[src/rtl/i2c_pkg.sv]
// Shared I2C definitions for the controller and target datapaths.
package i2c_pkg;

    localparam int unsigned I2C_ADDR_W = 7;
    localparam int unsigned I2C_BYTE_W = 8;
    localparam int unsigned I2C_CNT_W  = 3;

    localparam logic I2C_ACK  = 1'b0;
    localparam logic I2C_NACK = 1'b1;
    localparam logic I2C_READ = 1'b1;

    typedef enum logic [2:0] {
        ST_IDLE,
        ST_ADDR,
        ST_ADDR_ACK,
        ST_WR_DATA,
        ST_WR_ACK,
        ST_RD_DATA,
        ST_RD_ACK,
        ST_WAIT
    } i2c_tgt_state_t;

    // General call (0x00) and the 10-bit prefix (11110xx) never match.
    function automatic logic i2c_addr_match(input logic [I2C_ADDR_W-1:0] addr,
                                            input logic [I2C_ADDR_W-1:0] own);
        return (addr == own) && (addr != '0) && (addr[6:2] != 5'b11110);
    endfunction

endpackage

[src/rtl/i2c_bus_sync.sv]
// Synchronizes raw SCL/SDA and produces one-clk edge, START and STOP flags.
module i2c_bus_sync #(
    parameter int unsigned SYNC_STAGES = 2
) (
    input  logic clk,
    input  logic resetN,
    input  logic scl_in,
    input  logic sda_in,
    output logic sda_s,
    output logic scl_rise,
    output logic scl_fall,
    output logic start_det,
    output logic stop_det
);

    logic [SYNC_STAGES-1:0] scl_sync;
    logic [SYNC_STAGES-1:0] sda_sync;
    logic                   scl_s;
    logic                   scl_q;
    logic                   sda_q;

    assign scl_s = scl_sync[SYNC_STAGES-1];
    assign sda_s = sda_sync[SYNC_STAGES-1];

    // Chains reset to the idle-high bus level so reset release creates no edges.
    always_ff @(posedge clk or negedge resetN) begin
        if (!resetN) begin
            scl_sync  <= '1;
            sda_sync  <= '1;
            scl_q     <= 1'b1;
            sda_q     <= 1'b1;
            scl_rise  <= 1'b0;
            scl_fall  <= 1'b0;
            start_det <= 1'b0;
            stop_det  <= 1'b0;
        end else begin
            scl_sync  <= {scl_sync[SYNC_STAGES-2:0], scl_in};
            sda_sync  <= {sda_sync[SYNC_STAGES-2:0], sda_in};
            scl_q     <= scl_s;
            sda_q     <= sda_s;
            scl_rise  <= scl_s & ~scl_q;
            scl_fall  <= ~scl_s & scl_q;
            start_det <= scl_s & scl_q & sda_q & ~sda_s;
            stop_det  <= scl_s & scl_q & ~sda_q & sda_s;
        end
    end

endmodule

[src/rtl/i2c_target.sv]
// I2C target: address match, write-byte delivery and read-byte shifting.
// SDA is open-drain: sda_oe pulls the line low, otherwise it is released.
module i2c_target
    import i2c_pkg::*;
#(
    parameter logic [I2C_ADDR_W-1:0] TARGET_ADDR = 7'h50,
    parameter int unsigned           SYNC_STAGES = 2
) (
    input  logic                  clk,
    input  logic                  resetN,
    input  logic                  scl_in,
    input  logic                  sda_in,
    output logic                  sda_oe,
    output logic [I2C_BYTE_W-1:0] rx_data,
    output logic                  rx_valid,
    input  logic                  rx_nack,
    input  logic [I2C_BYTE_W-1:0] tx_data,
    output logic                  tx_load,
    output logic                  addr_hit,
    output logic                  stop_det,
    output logic                  busy
);

    logic sda_s, scl_rise, scl_fall, start_p, stop_p;

    i2c_bus_sync #(.SYNC_STAGES(SYNC_STAGES)) u_sync (
        .clk      (clk),
        .resetN   (resetN),
        .scl_in   (scl_in),
        .sda_in   (sda_in),
        .sda_s    (sda_s),
        .scl_rise (scl_rise),
        .scl_fall (scl_fall),
        .start_det(start_p),
        .stop_det (stop_p)
    );

    i2c_tgt_state_t        state, state_nxt;
    logic [I2C_CNT_W-1:0]  cnt, cnt_nxt;
    logic [I2C_BYTE_W-1:0] shift, shift_nxt, shift_in;
    logic [I2C_BYTE_W-1:0] rx_data_nxt;
    logic phase, phase_nxt, rw, rw_nxt, nack_l, nack_nxt;
    logic sda_oe_nxt, rx_valid_nxt, tx_load_nxt, addr_hit_nxt, stop_det_nxt, busy_nxt;

    always_ff @(posedge clk or negedge resetN) begin
        if (!resetN) begin
            state    <= ST_IDLE;
            cnt      <= '1;
            shift    <= '0;
            phase    <= 1'b0;
            rw       <= 1'b0;
            nack_l   <= 1'b0;
            sda_oe   <= 1'b0;
            rx_data  <= '0;
            rx_valid <= 1'b0;
            tx_load  <= 1'b0;
            addr_hit <= 1'b0;
            stop_det <= 1'b0;
            busy     <= 1'b0;
        end else begin
            state    <= state_nxt;
            cnt      <= cnt_nxt;
            shift    <= shift_nxt;
            phase    <= phase_nxt;
            rw       <= rw_nxt;
            nack_l   <= nack_nxt;
            sda_oe   <= sda_oe_nxt;
            rx_data  <= rx_data_nxt;
            rx_valid <= rx_valid_nxt;
            tx_load  <= tx_load_nxt;
            addr_hit <= addr_hit_nxt;
            stop_det <= stop_det_nxt;
            busy     <= busy_nxt;
        end
    end

    // phase marks the second SCL fall of an ACK slot (or a master ACK seen in RD_ACK).
    always_comb begin
        state_nxt    = state;
        cnt_nxt      = cnt;
        shift_nxt    = shift;
        phase_nxt    = phase;
        rw_nxt       = rw;
        nack_nxt     = nack_l;
        sda_oe_nxt   = sda_oe;
        rx_data_nxt  = rx_data;
        busy_nxt     = busy;
        rx_valid_nxt = 1'b0;
        tx_load_nxt  = 1'b0;
        addr_hit_nxt = 1'b0;
        stop_det_nxt = 1'b0;
        shift_in     = {shift[I2C_BYTE_W-2:0], sda_s};

        if (stop_p) begin
            state_nxt    = ST_IDLE;
            sda_oe_nxt   = 1'b0;
            busy_nxt     = 1'b0;
            stop_det_nxt = 1'b1;
        end else if (start_p) begin
            state_nxt  = ST_ADDR;
            cnt_nxt    = '1;
            sda_oe_nxt = 1'b0;
            busy_nxt   = 1'b0;
        end else begin
            case (state)
                ST_IDLE: sda_oe_nxt = 1'b0;
                ST_ADDR: begin
                    if (scl_rise) begin
                        shift_nxt = shift_in;
                        cnt_nxt   = cnt - 3'd1;
                        if (cnt == '0) begin
                            if (i2c_addr_match(shift_in[7:1], TARGET_ADDR)) begin
                                state_nxt    = ST_ADDR_ACK;
                                addr_hit_nxt = 1'b1;
                                busy_nxt     = 1'b1;
                                rw_nxt       = shift_in[0];
                                phase_nxt    = 1'b0;
                            end else begin
                                state_nxt = ST_WAIT;
                            end
                        end
                    end
                end
                ST_ADDR_ACK: begin
                    if (scl_fall) begin
                        if (!phase) begin
                            sda_oe_nxt = 1'b1;
                            phase_nxt  = 1'b1;
                        end else if (rw == I2C_READ) begin
                            state_nxt   = ST_RD_DATA;
                            tx_load_nxt = 1'b1;
                            shift_nxt   = tx_data;
                            cnt_nxt     = '1;
                            sda_oe_nxt  = ~tx_data[I2C_BYTE_W-1];
                        end else begin
                            state_nxt  = ST_WR_DATA;
                            cnt_nxt    = '1;
                            sda_oe_nxt = 1'b0;
                        end
                    end
                end
                ST_WR_DATA: begin
                    if (scl_rise) begin
                        shift_nxt = shift_in;
                        cnt_nxt   = cnt - 3'd1;
                        if (cnt == '0) begin
                            rx_data_nxt  = shift_in;
                            rx_valid_nxt = 1'b1;
                            nack_nxt     = rx_nack;
                            phase_nxt    = 1'b0;
                            state_nxt    = ST_WR_ACK;
                        end
                    end
                end
                ST_WR_ACK: begin
                    if (scl_fall) begin
                        if (!phase) begin
                            sda_oe_nxt = (nack_l == I2C_ACK);
                            phase_nxt  = 1'b1;
                        end else begin
                            sda_oe_nxt = 1'b0;
                            if (nack_l == I2C_NACK) begin
                                state_nxt = ST_WAIT;
                                busy_nxt  = 1'b0;
                            end else begin
                                state_nxt = ST_WR_DATA;
                                cnt_nxt   = '1;
                            end
                        end
                    end
                end
                ST_RD_DATA: begin
                    if (scl_fall) begin
                        if (cnt == '0) begin
                            sda_oe_nxt = 1'b0;
                            phase_nxt  = 1'b0;
                            state_nxt  = ST_RD_ACK;
                        end else begin
                            cnt_nxt    = cnt - 3'd1;
                            sda_oe_nxt = ~shift[cnt - 3'd1];
                        end
                    end
                end
                ST_RD_ACK: begin
                    if (scl_rise) begin
                        if (sda_s == I2C_NACK) begin
                            state_nxt = ST_WAIT;
                            busy_nxt  = 1'b0;
                        end else begin
                            phase_nxt = 1'b1;
                        end
                    end else if (scl_fall && phase) begin
                        state_nxt   = ST_RD_DATA;
                        tx_load_nxt = 1'b1;
                        shift_nxt   = tx_data;
                        cnt_nxt     = '1;
                        sda_oe_nxt  = ~tx_data[I2C_BYTE_W-1];
                    end
                end
                ST_WAIT: begin
                    sda_oe_nxt = 1'b0;
                    busy_nxt   = 1'b0;
                end
                default: state_nxt = ST_IDLE;
            endcase
        end
    end

endmodule

[config.mk]
export PLATFORM = sky130hd
export DESIGN_NAME = i2c_target
export DESIGN_NICKNAME = d
export VERILOG_FILES = /design/src/rtl/i2c_pkg.sv /design/src/rtl/i2c_bus_sync.sv /design/src/rtl/i2c_target.sv
export SDC_FILE = /design/constraint.sdc
export NUM_CORES = 1
export LEC_CHECK = 0
export CAP_MARGIN = 20
export CORE_MARGIN = 3
export CORE_UTILIZATION = 40
export CTS_BUF_LIST = sky130_fd_sc_hd__clkbuf_8 sky130_fd_sc_hd__clkbuf_16
export DETAILED_ROUTE_END_ITERATION = 16
export PLACE_DENSITY_LB_ADDON = 0.3
export SETUP_SLACK_MARGIN = 0.5
export SLEW_MARGIN = 40
export SYNTH_ARGS = -nofsm -noshare
export SYNTH_HDL_FRONTEND = slang
export SYNTH_HIERARCHICAL = 1
export SYNTH_SLANG_ARGS = --single-unit
[constraint.sdc]
create_clock -name clk -period 2.85 [get_ports clk]
set_clock_uncertainty 0.2 [all_clocks]
set_input_delay 0.285 -clock clk [delete_from_list [all_inputs] [get_ports clk]]
set_output_delay 0.285 -clock clk [all_outputs]
set_load 0.05 [all_outputs]
==> results of run 1 <==
==> metrics by stage <==
| stage | setup slack [ns] | power [mW] | util (%) | instances |
|---|---|---|---|---|
| floorplan | 0.739 | 1.87 | - | 200 |
| global placement | 0.392 | 2.15 | 48.5 | 290 |
| detailed placement | 0.309 | 2.16 | 48.5 | 290 |
| CTS | 0.501 | 2.54 | 50.5 | 299 |
| global route | 0.407 | 2.73 | 50.6 | 299 |
| finish | 0.574 | 2.54 | 50.6 | 299 |
==> layout by cell type (no fill, tap or decap), drive strengths merged, types with 2 or more instances in the layout <==
cell	count
a211oi	5
a21oi	6
clkdlybuf4s50	25
nand4	2
or2	2
and2	2
nand2b	3
dfstp	9
or4	3
nand3	3
buf	6
a31oi	2
a2111oi	2
nor2b	9
mux2i	10
clkinvlp	2
nor4	2
a32oi	2
mux2	12
nor3b	3
ha	2
o21ai	14
clkbuf	5
a211o	3
nor3	5
dfrtp	32
a21boi	2
nor2	7
and4b	2
inv	9
nand2	17
mux4	2
o211a	2
==> layout make-up <==
cell class | instances | share of cell area (%)
multi-input cells | 140 | 41.8
flip-flops and latches | 41 | 39.0
repair buffers | 32 | 11.5
well taps | 70 | 3.29
clock buffers | 5 | 2.58
inverters | 8 | 1.13
clock inverters | 3 | 0.704
==> sequential cells by signal, indices dropped and copies added, names as in the netlist, 2 cells and up <==
| name | cells |
|---|---|
| u_sync/scl_sync | 2 |
| state | 3 |
| cnt | 3 |
| shift | 8 |
| u_sync/sda_sync | 2 |
| rx_data | 8 |
==> cell families after synthesis <==
logic type	synth area share (%)
and+or+nand+nor	16.8
AOI/OAI and AO/OA	17.1
DFF	46.2
muxes	14.0
buffers and inverters	4.41
adders and majority gates	1.12
xor gates and xnor gates	0.390
==> layer usage <==
layer / routed length (um) / part of all wire (%) / global-route usage, %
met5: 0 / 0 / 0
met4: 80 / 1.6 / 5.41
met3: 193 / 4.0 / 3.66
met2: 2210 / 45 / 24.6
met1: 2400 / 49 / 24.7
==> power by group <==
part	leakage, nW	switching (mW)	internal [mW]	total, mW
Combinational	0.595	0.629	0.571	1.20
Clock	0.0416	0.199	0.169	0.368
Sequential	0.509	0.232	0.739	0.971
==> synth_stat cells, drive strengths merged, types with 3 or more instances <==
cell	number
dfstp	9
or4	3
inv	8
nand3	3
mux2i	10
a211o	3
o21ai	14
nor3	5
nor2b	9
buf	9
nand2	17
nor3b	3
nand2b	3
a211oi	5
dfrtp	32
mux2	12
nor2	7
a21oi	6
==> worst min path at each step <==
| stage | start | endpoint | cells past startpoint |
|---|---|---|---|
| after floorplan | resetN | addr_hit$_DFF_PN0_ | 0 |
| after global placement | u_sync/sda_sync[0]$_DFF_PN1_ | u_sync/sda_sync[1]$_DFF_PN1_ | 0 |
| after detailed placement | resetN | shift[4]$_DFFE_PN0P_ | 1 |
| after CTS | u_sync/scl_sync[0]$_DFF_PN1_ | u_sync/scl_sync[1]$_DFF_PN1_ | 0 |
| after global routing | u_sync/scl_sync[0]$_DFF_PN1_ | u_sync/scl_sync[1]$_DFF_PN1_ | 0 |
| final | u_sync/sda_sync[0]$_DFF_PN1_ | u_sync/sda_sync[1]$_DFF_PN1_ | 0 |
==> what timing repair did <==
item	in CTS	in global routing
resized for setup	1	4
pin swaps	0	1
gates cloned	0	0
endpoints found under the setup margin	9	21
hold endpoints to repair	32	0
hold buffers	1	0
==> flow_metrics.tcl, run 1 <==
set metrics [dict create \
    status "finished, final reports clean" \
    area_growth_pct 18.8 \
    diodes 0 \
    vias 1628 \
    reg2regPathDepth 7 \
    path_cells "inv_1 > ha_1 > nor2b_2 > nand2_1 > a2111oi_4 > o311ai_1 > mux2_1" \
    ir_worst_vdd_mv 0.435 \
    setup-tns-final_ns 0 \
    drt_iter0_drc 187 \
    power.density_nw_per_um2 952 \
    viasPerCell 5.44 \
    setup_viol 0 \
    regArea_um2 1040 \
    gp_congestion 0.859 \
    critPathKind "flip-flop to flip-flop" \
    cp-startpoint "cnt[0]$_DFFE_PN1P_" \
    cp-start-kind "flip-flop" \
    yosysTopAreaCell "dfrtp_1" \
    insertion_delay_ns 0.29 \
    final_nets 243 \
    synth_top_area_share_pct 35.7 \
    multi_input_area_um2 1110 \
    cp-end-kind "flip-flop" \
    synth_edf_count 0 \
    numCtsBuffers 5 \
    cp_max_fo 5 \
    yosys_most_used_dff "dfrtp_1" \
    slowest_stage "a2111oi_4" \
    rsz0062_at_grt "yes" \
    cts_tree "yes" \
    r2r-start "cnt[0]$_DFFE_PN1P_" \
    grt_max_degree 42 \
    crit_required_ns 2.82 \
    crit_cells 7 \
    drive_gt1_share_pct 21.8 \
    crit_buf_inv 1 \
    yosys_warnings 6 \
    hold_viol 0 \
    fillCellCount 498 \
    p_leak_nw 1.15 \
    synth_area_leaders "dfrtp_1 (36%), dfstp_2 (11%), mux2_4 (6.0%)" \
    cts-root-buf "clkbuf_8" \
    firstDrtPassIters 4 \
    grtUsageTotal_pct 16.8 \
    ys_ff_latch 41 \
    yosysUniqueCellTypes 60 \
    final_area_um2 2670 \
    ios 27 \
    place_area_um2 2560 \
    core_region_area_um2 5270 \
    rows 26 \
    slew_headroom_pct 65.3 \
    clkTransAtPathRegs_ns 0.08 \
    synth_seq_area_share_pct 46.2 \
    hold_ws_ns 0.158 \
    syn_inst 200 \
    cts_max_level 2 \
    start_util_pct 42.6 \
    cts_sinks 41 \
    clock_path_buffers 2 \
    grt_antenna_before_repair 0 \
    grt_pass1_vias 1614 \
    grt_pass1_wl_mm 8.44 \
    clock.fmax_ghz 0.439 \
    ant_nets 0 \
    grt-ovfl-total 0 \
    finalCritPeriodShare_pct 79.9 \
    period_needed_ns 2.28 \
    crit_path_end "phase$_DFFE_PN0P_" \
    drc_errors 0 \
    arrival_ns 2.25 \
    syn_area_per_cell_um2 11.2 \
    crit_family "compound AO/OA/AOI/OAI gates" \
    cap_violations 0 \
    hold_class "flip-flop to flip-flop" \
    worst_pin_slew_ns 0.519 \
    synth_area_um2 2240 \
    avgRoutedWirePerCell_um 16.3 \
    rr_endpoint "phase$_DFFE_PN0P_" \
    dp_hpwl_mm 3.52 \
    finalWirelength_mm 4.88 \
    postCtsSetupRepairBufs 0 \
    reg2reg_setup_slack_ns 0.57 \
    ys_async_sr_fraction_pct 100 \
    syn_nets 215 \
    die_height_um 80.9 \
    die_area_um2 6540 \
    max_stage_delay_ns 0.42 \
    slew_viol_final 0 \
    io_buffers 26 \
    fp.dieW_um 80.9 \
]
No activity file was read; power rests on OpenSTA's default activity.
==> run 2: changes to the inputs <==
==> constraint.sdc (replaced) <==
create_clock -name clk -period 1.9 [get_ports clk]
set_clock_uncertainty 0.2 [all_clocks]
set_input_delay 0.19 -clock clk [delete_from_list [all_inputs] [get_ports clk]]
set_output_delay 0.19 -clock clk [all_outputs]
set_load 0.05 [all_outputs]
==> flow_metrics.tcl, run 2 (same netlist as run 1, synthesis figures left out) <==
set metrics [dict create \
    cp-end-kind "flip-flop" \
    clock_path_buffers 2 \
    cp_max_fo 10 \
    die_height_um 80.9 \
    drc_errors 0 \
    start_util_pct 42.6 \
    grt-ovfl-total 0 \
    drive_gt1_share_pct 54.3 \
    routed-wl-met3_um 278 \
    place_area_um2 2960 \
    combPwrFrac_pct 60.4 \
    rsz0062_at_grt "yes" \
    ios 27 \
    setup_viol 19 \
    dr_wl_met2_mm 2.94 \
    finalPower_mw 5.07 \
    place_ws_ns -0.203 \
    vias 1941 \
    avgRoutedWirePerCell_um 16.5 \
    ant_nets 0 \
    period_needed_ns 2.04 \
    cp-start-kind "flip-flop" \
    rows 26 \
    violations "negative setup slack" \
    core_region_area_um2 5270 \
    die_area_um2 6540 \
    power.density_nw_per_um2 1510 \
    p_switching_mw 1.94 \
    p_sw_share_pct 38.4 \
    wl_met1_mm 2.64 \
    diodes 0 \
    cap_violations 0 \
    clock.fmax_ghz 0.490 \
    power_frac_seq_pct 26.1 \
    clkTransAtPathRegs_ns 0.08 \
    setup-tns-final_ns -1.72 \
    final_cell_mix "buf_4 (68), dfrtp_1 (29), nand2_1 (15)" \
    grtUsageTotal_pct 19.5 \
    final_nets 307 \
    firstDrtPassIters 4 \
    worst_pin_slew_ns 0.442 \
    io_buffers 26 \
    cts_tree "yes" \
    finalCritPeriodShare_pct 108 \
    final_area_um2 3360 \
    cts-root-buf "clkbuf_8" \
    p_leak_nw 1.55 \
    grt_pass1_vias 1928 \
    area_growth_pct 49.7 \
    viasPerCell 5.35 \
    status "complete, but fails checks" \
    gp_congestion 0.912 \
    reg_top3 "rx_data: 8 flops, shift: 8 flops" \
    cts_sinks 41 \
    fp.dieW_um 80.9 \
    slew_viol_final 0 \
    numCtsBuffers 5 \
    routed.top_layer "met4" \
    dp_hpwl_mm 4.31 \
    crit_required_ns 1.87 \
    ir_worst_vdd_mv 0.730 \
    drt_iter0_drc 120 \
    insertion_delay_ns 0.28 \
    slew_headroom_pct 70.5 \
    setup_ws_ns -0.143 \
    arrival_ns 2.01 \
    critPathKind "flip-flop to flip-flop" \
    grt_max_degree 34 \
    intPower_mw 3.12 \
    hold_ws_ns 0.106 \
    grt_pass1_wl_mm 9.67 \
    grt_antenna_before_repair 0 \
    cts_max_level 2 \
    finalWirelength_mm 5.98 \
    hold_class "input port to flip-flop" \
    clkPwrFrac_pct 13.5 \
    final_common_cell "buf_4" \
    hold_viol 0 \
]
## run 2: through the flow
stage	instances	util, %
2_1_floorplan	200	-
3_3_place_gp	340	56.1
3_5_place_dp	340	56.1
4_1_cts	355	60.6
5_1_grt	363	63.7
6_report	363	63.7
## run 2: power by group through the flow
stage                     clock, mW  sequential [mW]  combinational, mW
after floorplan                   0             1.43               1.46
after global placement            0             1.30               2.56
after detailed placement          0             1.30               2.59
after CTS                     0.704             1.29               2.76
after global routing          0.743             1.35               3.30
final                         0.685             1.32               3.06
## run 2: cell type report
cell class	instances	area, um2
clock buffers	5	68.8
clock inverters	3	42.5
multi-input cells	140	1300
flip-flops and latches	41	1040
well taps	70	87.6
repair buffers	96	785
fillers	437	1910
inverters	8	35.0
## run 2: final timing paths
check	startpoint	to	slack [ns]	cells after the start
max reg2reg	cnt[0]$_DFFE_PN1P_	rx_data[1]$_DFFE_PN0P_	-0.14	7
min reg2reg	u_sync/sda_sync[0]$_DFF_PN1_	u_sync/sda_sync[1]$_DFF_PN1_	0.16	0
max in group asynchronous	resetN	state[1]$_DFFE_PN0P_	0.82	3
min	sda_in	u_sync/sda_sync[0]$_DFF_PN1_	0.11	1
min in group asynchronous	resetN	phase$_DFFE_PN0P_	0.20	2
max	cnt[0]$_DFFE_PN1P_	rx_data[1]$_DFFE_PN0P_	-0.14	7
## run 2: worst max-delay path: stages (launching register included)
cell and delay [ns]:
dfstp_2 0.38, inv_2 0.07, ha_4 0.13, nor2b_4 0.15, nand3_2 0.09, or4_4 0.43, buf_12 0.17, mux2_4 0.30
## run 2: what timing repair did
action	in CTS	in global routing
pin swaps	2	6
gates resized for setup	40	41
setup buffers	6	7
setup endpoints to repair	36	34
cloned	0	1
hold endpoints to repair	22	0
hold buffers	1	0
## run 2: routing by layer
layer  track usage, %  up-vias
li1                 -      922
met1             25.9      939
met2             31.8       67
met3             3.99       13
met4             6.76        0
met5                0        -
==> run 3: changes to the inputs <==
--- a/config.mk
+++ b/config.mk
@@ -5,11 +5,12 @@
 export SDC_FILE = /design/constraint.sdc
 export NUM_CORES = 1
 export LEC_CHECK = 0
-export CAP_MARGIN = 20
+export CAP_MARGIN = 10
 export CORE_MARGIN = 3
 export CORE_UTILIZATION = 40
 export CTS_BUF_LIST = sky130_fd_sc_hd__clkbuf_8 sky130_fd_sc_hd__clkbuf_16
 export DETAILED_ROUTE_END_ITERATION = 16
+export GPL_TIMING_DRIVEN = 0
 export PLACE_DENSITY_LB_ADDON = 0.3
 export SETUP_SLACK_MARGIN = 0.5
 export SLEW_MARGIN = 40
==> flow_metrics.tcl, run 3 (same netlist as run 1, synthesis figures left out) <==
set metrics [dict create \
    avgRoutedWirePerCell_um 17.5 \
    diodes 0 \
    p_switching_mw 1.92 \
    drt_iter0_drc 125 \
    power_frac_seq_pct 30.1 \
    core_region_area_um2 5270 \
    ant_nets 0 \
    insertion_delay_ns 0.30 \
    die_area_um2 6540 \
    crit_required_ns 1.89 \
    io_buffers 26 \
    hold_viol 0 \
    gp_congestion 0.941 \
    die_height_um 80.9 \
    clkTransAtPathRegs_ns 0.09 \
    combPwrFrac_pct 56.4 \
    fin_cells 324 \
    cap_violations 0 \
    setup-tns-final_ns -3.46 \
    area_growth_pct 33.9 \
    ios 27 \
    period_needed_ns 2.14 \
    violations "negative setup slack" \
    cts_max_level 2 \
    slew_viol_final 0 \
    final_nets 268 \
    viasPerCell 5.62 \
    clock_path_buffers 2 \
    numCtsBuffers 5 \
    grt_antenna_before_repair 0 \
    cts_tree "yes" \
    grt-ovfl-total 0 \
    finalCritPeriodShare_pct 112 \
    fp.dieW_um 80.9 \
    rsz0062_at_grt "yes" \
    worst_pin_slew_ns 0.516 \
    final_cell_mix "dfrtp_1 (28), buf_4 (19), nand2_1 (16), buf_2 (15)" \
    power.density_nw_per_um2 1500 \
    status "complete, but fails checks" \
    clkPwrFrac_pct 13.6 \
    vias 1820 \
    grt_max_degree 42 \
    p_sw_share_pct 42.4 \
    final_common_cell "dfrtp_1" \
    drive_gt1_share_pct 46.9 \
    cp-end-kind "flip-flop" \
    arrival_ns 2.12 \
    rows 26 \
    fillCellCount 476 \
    dp_hpwl_mm 3.60 \
    cp_max_fo 10 \
    drc_errors 0 \
    critPathKind "flip-flop to flip-flop" \
    firstDrtPassIters 4 \
    p_leak_nw 1.35 \
    finalWirelength_mm 5.69 \
    grt_pass1_wl_mm 9.48 \
    ir_worst_vdd_mv 0.711 \
    cts_sinks 41 \
    setup_ws_ns -0.237 \
    intPower_mw 2.60 \
    hold_class "input port to flip-flop" \
    grt_pass1_vias 1860 \
    slew_headroom_pct 65.6 \
    clock.fmax_ghz 0.468 \
    reg_top3 "rx_data: 8 flops, shift: 8 flops" \
    start_util_pct 42.6 \
    grtUsageTotal_pct 18.7 \
    dp.cells 296 \
    setup_viol 26 \
    cts-root-buf "clkbuf_8" \
    cp-start-kind "flip-flop" \
]
## run 3: final timing paths
path                                              start                           end  slack (ns)  cells past startpoint
hold reg to reg            u_sync/sda_sync[0]$_DFF_PN1_  u_sync/sda_sync[1]$_DFF_PN1_        0.16                      0
hold / removal                                   sda_in  u_sync/sda_sync[0]$_DFF_PN1_        0.09                      1
setup reg to reg                     cnt[0]$_DFFE_PN1P_        rx_data[0]$_DFFE_PN0P_       -0.24                      7
max in group asynchronous                        resetN    u_sync/start_det$_DFF_PN0_        0.91                      2
setup / recovery                     cnt[0]$_DFFE_PN1P_        rx_data[0]$_DFFE_PN0P_       -0.24                      7
min in group asynchronous                        resetN            nack_l$_DFFE_PN0P_        0.19                      2
## run 3: power groups by stage
stage	registers (mW)	logic (mW)	clock network, mW
floorplan	1.43	1.46	0
global placement	1.37	1.97	0
detailed placement	1.37	1.99	0
CTS	1.33	2.22	0.622
global route	1.39	2.75	0.660
finish	1.36	2.54	0.614
## run 3: critical path: stages, from the launching register on
cell and delay [ns]:
dfstp_2 0.39, inv_2 0.07, ha_4 0.13, nor2b_4 0.22
nand3_4 0.10, or4_4 0.45, buf_12 0.17, mux2_4 0.30
## run 3: what timing repair did
action                                  CTS  global route
endpoints found under the setup margin   44            33
hold buffers                              1             0
pin swaps                                 7            11
hold endpoints to repair                 32             0
setup buffers                            11             8
resized for setup                        84            36
gates cloned                              0             0
## run 3: final cells by class
class | instances | area (um2) | share of cell area [%]
timing repair buffer | 46 | 344 | 11.5
multi-input combinational | 140 | 1290 | 42.9
buffer | 11 | 116 | 3.88
tap | 70 | 87.6 | 2.92
clock buffer | 5 | 68.8 | 2.29
sequential | 41 | 1040 | 34.7
clock inverter | 3 | 25.0 | 0.833
inverter | 8 | 30.0 | 1.00
## run 3: per-layer routing
layer	global-route usage, %	routed length [um]
met5	0	0
met4	7.26	95
met3	3.99	326
met2	28.0	2750
met1	26.4	2520
## run 3: stage by stage
stage / hold slack [ns] / utilization (%) / instance area [um2] / power [mW] / worst slack (ns)
global route: 0.0739 / 57.0 / 3000 / 4.80 / -0.289
global placement: 0.145 / 50.2 / 2640 / 3.34 / -0.617
CTS: 0.0814 / 54.0 / 2850 / 4.17 / -0.214
floorplan: -0.306 / - / 2300 / 2.89 / -0.133
detailed placement: 0.00547 / 50.1 / 2640 / 3.37 / -0.307
finish: 0.0891 / 57.0 / 3000 / 4.52 / -0.237
